===== config.mk =====
export PLATFORM = sky130hd
export DESIGN_NAME = pow2_decomposer_flat
export DESIGN_NICKNAME = d
export VERILOG_FILES = /design/src/rtl/pow2_decomposer_if.sv /design/src/rtl/pow2_decomposer.sv /design/src/flat_wrapper.sv
export SDC_FILE = /design/constraint.sdc
export NUM_CORES = 1
export LEC_CHECK = 0
export BUFFER_PORTS_ARGS = -buffer_cell sky130_fd_sc_hd__buf_4
export CAP_MARGIN = 20
export CORE_UTILIZATION = 49
export DETAILED_ROUTE_END_ITERATION = 10
export GPL_ROUTABILITY_DRIVEN = 0
export PLACE_DENSITY = 0.77
export SKIP_LAST_GASP = 1
export SYNTH_ARGS = -nofsm -noshare
export SYNTH_HDL_FRONTEND = slang
export SYNTH_SLANG_ARGS = --single-unit

===== constraint.sdc =====
create_clock -name clk_i -period 1.69 [get_ports clk_i]
set_input_delay 0.2535 -clock clk_i [delete_from_list [all_inputs] [get_ports clk_i]]
set_output_delay 0.2535 -clock clk_i [all_outputs]
set_load 0.01 [all_outputs]

===== src/rtl/pow2_decomposer_if.sv =====
// Request/term handshake bundle for pow2_decomposer.
// master drives requests and consumes terms; slave is the decomposer itself.
interface pow2_decomposer_if #(
    parameter int WIDTH = 5
);
    localparam int N_W = $clog2(WIDTH);

    logic             in_valid_i;
    logic             in_ready_o;
    logic [WIDTH-1:0] num_i;
    logic             out_valid_o;
    logic             out_ready_i;
    logic [N_W-1:0]   n_o;
    logic [WIDTH-1:0] m_o;
    logic [N_W-1:0]   beat_o;
    logic             last_o;
    logic             zero_o;

    modport master (
        output in_valid_i, num_i, out_ready_i,
        input  in_ready_o, out_valid_o, n_o, m_o, beat_o, last_o, zero_o
    );

    modport slave (
        input  in_valid_i, num_i, out_ready_i,
        output in_ready_o, out_valid_o, n_o, m_o, beat_o, last_o, zero_o
    );
endinterface


===== src/rtl/pow2_decomposer.sv =====
// Sequential power-of-two decomposer: emits one set bit of num_i per term.
// Ports: clk_i, rst_i (sync, active-high), bus (slave side of pow2_decomposer_if).
module pow2_decomposer #(
    parameter int WIDTH     = 5,
    parameter bit LSB_FIRST = 1'b0
) (
    input  logic               clk_i,
    input  logic               rst_i,
    pow2_decomposer_if.slave   bus
);
    localparam int N_W = $clog2(WIDTH);

    typedef enum logic {
        IDLE,
        EMIT
    } state_t;

    state_t           state_q, state_d;
    logic [WIDTH-1:0] work_q, work_d;
    logic [N_W-1:0]   beat_q, beat_d;

    logic [N_W-1:0]   idx;
    logic [WIDTH-1:0] sel;
    logic [WIDTH-1:0] rem;
    logic             last;
    logic             emit;

    // Priority pick: the loop's final hit wins, so scan direction sets order.
    always_comb begin
        idx = '0;
        sel = '0;
        if (LSB_FIRST) begin
            for (int i = WIDTH - 1; i >= 0; i--) begin
                if (work_q[i]) begin
                    idx    = N_W'(i);
                    sel    = '0;
                    sel[i] = 1'b1;
                end
            end
        end else begin
            for (int i = 0; i < WIDTH; i++) begin
                if (work_q[i]) begin
                    idx    = N_W'(i);
                    sel    = '0;
                    sel[i] = 1'b1;
                end
            end
        end
    end

    assign rem  = work_q & ~sel;
    assign last = (rem == '0);
    assign emit = (state_q == EMIT);

    always_comb begin
        bus.out_valid_o = emit;
        bus.n_o         = emit ? idx : '0;
        bus.m_o         = emit ? rem : '0;
        bus.beat_o      = emit ? beat_q : '0;
        bus.last_o      = emit && last;
        bus.zero_o      = emit && (work_q == '0);
        // Final-term handshake frees the slot in the same cycle.
        bus.in_ready_o  = !emit || (last && bus.out_ready_i);
    end

    always_comb begin
        state_d = state_q;
        work_d  = work_q;
        beat_d  = beat_q;
        unique case (state_q)
            IDLE: begin
                if (bus.in_valid_i) begin
                    work_d  = bus.num_i;
                    beat_d  = '0;
                    state_d = EMIT;
                end
            end
            EMIT: begin
                if (bus.out_ready_i) begin
                    if (!last) begin
                        work_d = rem;
                        beat_d = beat_q + 1'b1;
                    end else if (bus.in_valid_i) begin
                        work_d = bus.num_i;
                        beat_d = '0;
                    end else begin
                        state_d = IDLE;
                    end
                end
            end
            default: state_d = IDLE;
        endcase
    end

    always_ff @(posedge clk_i) begin
        if (rst_i) begin
            state_q <= IDLE;
            work_q  <= '0;
            beat_q  <= '0;
        end else begin
            state_q <= state_d;
            work_q  <= work_d;
            beat_q  <= beat_d;
        end
    end
endmodule


===== src/flat_wrapper.sv =====
// flat-port wrapper written by rule: the top's interface ports become plain ports
module pow2_decomposer_flat 
#(
    parameter int WIDTH     = 5,
    parameter bit LSB_FIRST = 1'b0
)
  (clk_i, rst_i, bus_in_valid_i, bus_num_i, bus_out_ready_i, bus_in_ready_o, bus_out_valid_o, bus_n_o, bus_m_o, bus_beat_o, bus_last_o, bus_zero_o);
  pow2_decomposer_if #(.WIDTH(WIDTH)) bus_i ();
  input  logic clk_i;
  input  logic rst_i;
  input wire logic [$bits(bus_i.in_valid_i)-1:0] bus_in_valid_i;
  input wire logic [$bits(bus_i.num_i)-1:0] bus_num_i;
  input wire logic [$bits(bus_i.out_ready_i)-1:0] bus_out_ready_i;
  output wire logic [$bits(bus_i.in_ready_o)-1:0] bus_in_ready_o;
  output wire logic [$bits(bus_i.out_valid_o)-1:0] bus_out_valid_o;
  output wire logic [$bits(bus_i.n_o)-1:0] bus_n_o;
  output wire logic [$bits(bus_i.m_o)-1:0] bus_m_o;
  output wire logic [$bits(bus_i.beat_o)-1:0] bus_beat_o;
  output wire logic [$bits(bus_i.last_o)-1:0] bus_last_o;
  output wire logic [$bits(bus_i.zero_o)-1:0] bus_zero_o;
  assign bus_i.in_valid_i = bus_in_valid_i;
  assign bus_i.num_i = bus_num_i;
  assign bus_i.out_ready_i = bus_out_ready_i;
  assign bus_in_ready_o = bus_i.in_ready_o;
  assign bus_out_valid_o = bus_i.out_valid_o;
  assign bus_n_o = bus_i.n_o;
  assign bus_m_o = bus_i.m_o;
  assign bus_beat_o = bus_i.beat_o;
  assign bus_last_o = bus_i.last_o;
  assign bus_zero_o = bus_i.zero_o;
  pow2_decomposer #(.WIDTH(WIDTH), .LSB_FIRST(LSB_FIRST)) u_core (.clk_i(clk_i), .rst_i(rst_i), .bus(bus_i));
endmodule

# After elaboration in Yosys (flattened, before gate mapping)
# Cells that the tools add are included.
# totals
latch_bits,0
ff_bits,9
mem_bits_rw,0
n_memories,0
input_bits,9
wordCells,39
mem_bits_ro,0
# op_classes
n_reduce_logical,7
n_addsub,1
div_mod_pow,0
bitwise,3
eq_ne,1
mux,24
n_shift,0
n_mul,0
magnitude_cmp,0
# op_table
operator,count
5-bit two-way mux,8
3-bit two-way mux,6
5-bit zero test,2
5-bit case mux with 2 select lines,1
3-bit case mux with 2 select lines,1
5-bit AND,1
1-bit two-way mux,5
5-bit NOT,1
2-bit two-way mux,2
"3-bit by 1-bit adder with 3-bit output, second input constant",1
1-bit logical AND,3
"2-bit != test, second input constant",1
1-bit case mux with 2 select lines,1
1-bit zero test,1
1-bit logical OR,1
1-bit NOT,1

# Longest topological paths before layout
# logic_depth
ltp_word,11
mapped_depth,5
ltp_nobuf,5

# Least setup slack after synthesis
# Ideal clock, no wire load.
# synth_timing
path_type,flip-flop to flip-flop
start,reg u_core.work_q[4]
end,reg u_core.beat_q[0]
required_ns,1.557
stages_incl_launch_ff,6
arrival_time_ns,1.305
setup_slack_ns,0.252
setup_time_ns,0.133
cell_sequence,dfxtp_1 -> buf_6 -> or4_4 -> a41oi_2 -> o31a_2 -> a311oi_2
# synth_between
elab_chain_cells,7
# synth_rtl
item,line_no,rtl
"start, declared",pow2_decomposer.sv:19,"logic [WIDTH-1:0] work_q, work_d;"
"start signal, assigned",pow2_decomposer.sv:102,work_q <= work_d;
5-bit two-way mux,pow2_decomposer.sv:42,if (work_q[i]) begin
5-bit NOT,pow2_decomposer.sv:51,assign rem = work_q & ~sel;
5-bit AND *,pow2_decomposer.sv:51,
5-bit zero test *,pow2_decomposer.sv:52,assign last = (rem == '0);
3-bit two-way mux *,pow2_decomposer.sv:80,if (!last) begin
3-bit two-way mux *,pow2_decomposer.sv:79,if (bus.out_ready_i) begin
3-bit case mux with 2 select lines *,pow2_decomposer.sv:70,unique case (state_q)
"end signal, assigned",pow2_decomposer.sv:103,beat_q <= beat_d;
"end, declared",pow2_decomposer.sv:20,"logic [N_W-1:0] beat_q, beat_d;"
# Every way passes the cells marked *; elsewhere a longest branch is shown, timed or not. The select of a mux whose other input is x is not followed.
# A chain may end at the register's enable or synchronous reset.

# Worst setup path in the final report
# layout_timing
start,reg u_core.work_q[4]
end,out bus_last_o
# layout_between
elab_chain_cells,5
# layout_rtl
item,line_no,rtl
5-bit two-way mux,pow2_decomposer.sv:42,
5-bit NOT,pow2_decomposer.sv:51,
5-bit AND *,pow2_decomposer.sv:51,
5-bit zero test *,pow2_decomposer.sv:52,
1-bit logical AND *,pow2_decomposer.sv:60,bus.last_o = emit && last;
"end, declared",flat_wrapper.sv:19,output wire logic [$bits(bus_i.last_o)-1:0] bus_last_o;
# Every way passes the cells marked *; elsewhere a longest branch is shown, timed or not.

==> summary.txt <==
Layout cells sized above 1: 38.2%
Layout area overhead: 30.2%
Skew final: 0.00227 ns
I/O Pins: 24
CTS root buf: clkbuf_4
Post-Syn Area: 741 um2
Switching part of the total power: 33.1%
Primary FF master, synth: dfxtp_1
Max Clock Freq: 582 MHz
Longest Clk Path Bufs: 2
Power, Total: 0.000623 W
Final Cell Area: 965 um2
Synthesized flop and latch total: 9
GRT overflow: 0
Mapped Cells: 98
Fin worst setup slack: -0.0283 ns
DP Worst Slack: 0.170 ns
N_diodes: 0
Initial antenna violation count: 0
VDD IR max: 0.432 mV
Clk slew on worst S/H paths: 0.06 ns
Final net count: 134
Routed WL: 1790 um
Hold Buf Count CTS: 0
Failing checks: setup timing
Required time of the worst setup path: 1.44 ns
Post-synth EDFFs: 0
Crit end category: output pin
Drt wl/cell: 13.0 um
Ranking of synthesized cells by area: dfxtp_1 24%, nor2_1 6.1%, nand2_1 4.1%, o211ai_1 4.1%, and2_1 3.4%
Pwr dens: 646 nW/um2
Initial DRC Count: 18
GR Util All Layers: 25.4%
Drt first pass iters: 4
Row cnt: 13
Crit path max fanout: 6
Port Buffers: 22
Sequential share of power: 38.8%
Post-synth ARST share: 0%
Power share of the clock group: 28.0%
Final Max Tran Viols: 0
Switching power: 0.000206 W
H-Tree Depth: 1
RSZ-0062 raised after global routing: yes
Internal: 0.000417 W
Maximum capacitance violations: 0
CTS buffer count: 3
Avg Synthesized Cell Area: 7.56 um2
Setup CP Type: flip-flop to output pin
Min-Delay Path Class: primary input to flip-flop
DIE WIDTH: 40.9 um
DR vias/cell: 5.85
Largest net degree at the start of global routing: 17
Die area: 1670 um2
Clock period minus worst slack: 1.72 ns
Detailed placement HPWL: 1250 um
Top cell type's share of synthesized area: 24.3%
Post-layout util: 71.5%
Via Count: 807
Worst setup SP type: flip-flop
Outcome: complete, but fails checks
Vias in the first global route: 693
CTS sink cnt: 9
Final Non-Filler Cells: 138
Cell accounting for the most synthesized area: dfxtp_1
Distinct cell type count after synthesis: 42
Tcrit/Tclk final: 102%
Final Hold Viols: 0
Initial Util: 54.9%
LEAKAGE: 0.425 nW
Placed instance area: 898 um2
CP arrival: 1.46 ns
Syn Nets: 108
Die H: 40.9 um
Final setup vio count: 2
Yosys warns: 0
Core Area: 1350 um2
Drt drc: 0
Dpl cells: 130
TritonCTS clock tree: done
Sequential-to-total area share from yosys stat: 24.3%
Clock Latency Late Sink: 0.27 ns
Internal reg-to-reg setup slack: 0.23 ns
Final antenna-violating net count: 0
Combinational power share: 33.2%
First-pass GRT wire length: 2780 um
[power groups by stage]
stage	clock, W	sequential (W)	combinational (W)
finish	0.000174	0.000242	0.000207
global route	0.000184	0.000244	0.000225
CTS	0.000175	0.000241	0.000204
detailed placement	0	0.000248	0.000185
global placement	0	0.000248	0.000183
floorplan	0	0.000238	0.000139
[area by class of cell]
type                       count  area, um2
multi-input combinational     77        495
fill                          99        385
sequential                     9        188
inverter                       3       11.3
tap                           15       18.8
timing repair buffer          30        225
clock buffer                   4       26.3
[synth_stat cells, types with 2 or more instances]
master and n:
nor2b_1 2, a21oi_1 4, nor2_1 12, a31oi_1 2
nand2_1 8, nor3_1 3, nand3b_1 2, nand3_1 4
clkbuf_1 3, and3_1 2, and2_1 4, dfxtp_1 9
o211ai_1 4, a21o_1 2, inv_1 3, buf_2 3
buf_6 2, a211oi_1 2, nand2b_1 4
[state kept, by name, indices dropped and copies added (netlist names)]
signal                  flops
u_core.work_q               5
u_core.beat_q               3
u_core.bus.out_valid_o      1
[path summary, 6_finish.rpt]
path                      endpoint  depth (start not counted)             start
setup reg to reg  u_core.beat_q[0]                          5  u_core.work_q[4]
hold / removal    u_core.beat_q[0]                          2             rst_i
hold reg to reg   u_core.beat_q[1]                          2  u_core.beat_q[1]
setup / recovery        bus_last_o                          4  u_core.work_q[4]
[routing by layer]
layer  share of wire, %  wire [um]  GRT usage [%]
met3                7.1        127           3.80
met2                 48        859           42.2
met5                  0          0              0
met4                2.2         40           19.2
met1                 43        767           28.7
[critical path: stages, from the launching register on]
cell	delay, ns
dfxtp_2	0.34
a2111o_1	0.47
o21a_1	0.14
nor2_1	0.11
buf_4	0.13
[logic make-up after synthesis]
group / count (synthesis) / synth area share, %
buffers and inverters: 12 / 9.12
and+or+nand+nor: 46 / 32.1
AOI/OAI and AO/OA: 27 / 29.1
adders and majority gates: 2 / 3.55
DFF: 9 / 24.3
muxes: 1 / 1.35
other: 1 / 0.506
[placed cells by master (no fill, tap or decap), types with 2 or more instances in the layout]
cell type / instances
a211oi_1: 2
a21o_1: 2
a21oi_1: 4
a31oi_1: 2
and2_1: 4
and3_1: 2
buf_4: 30
clkbuf_4: 3
dfxtp_1: 5
dfxtp_2: 3
inv_1: 3
nand2_1: 8
nand2b_1: 4
nand3_1: 4
nand3b_1: 2
nor2_1: 11
nor2b_1: 2
nor3_1: 3
o211ai_1: 4
[what timing repair did]
item | CTS | global route
pin swaps | 1 | 0
setup buffers | 4 | 0
setup endpoints to repair | 2 | 4
resized for setup | 5 | 1
[through the flow]
stage	hold slack, ns	setup TNS, ns
after floorplan	0.386	0
after detailed placement	0.497	0
final	0.219	-0.0429
after global routing	0.224	-0.125
after CTS	0.214	0
after global placement	0.497	0
(Power assumes the default switching activity.)
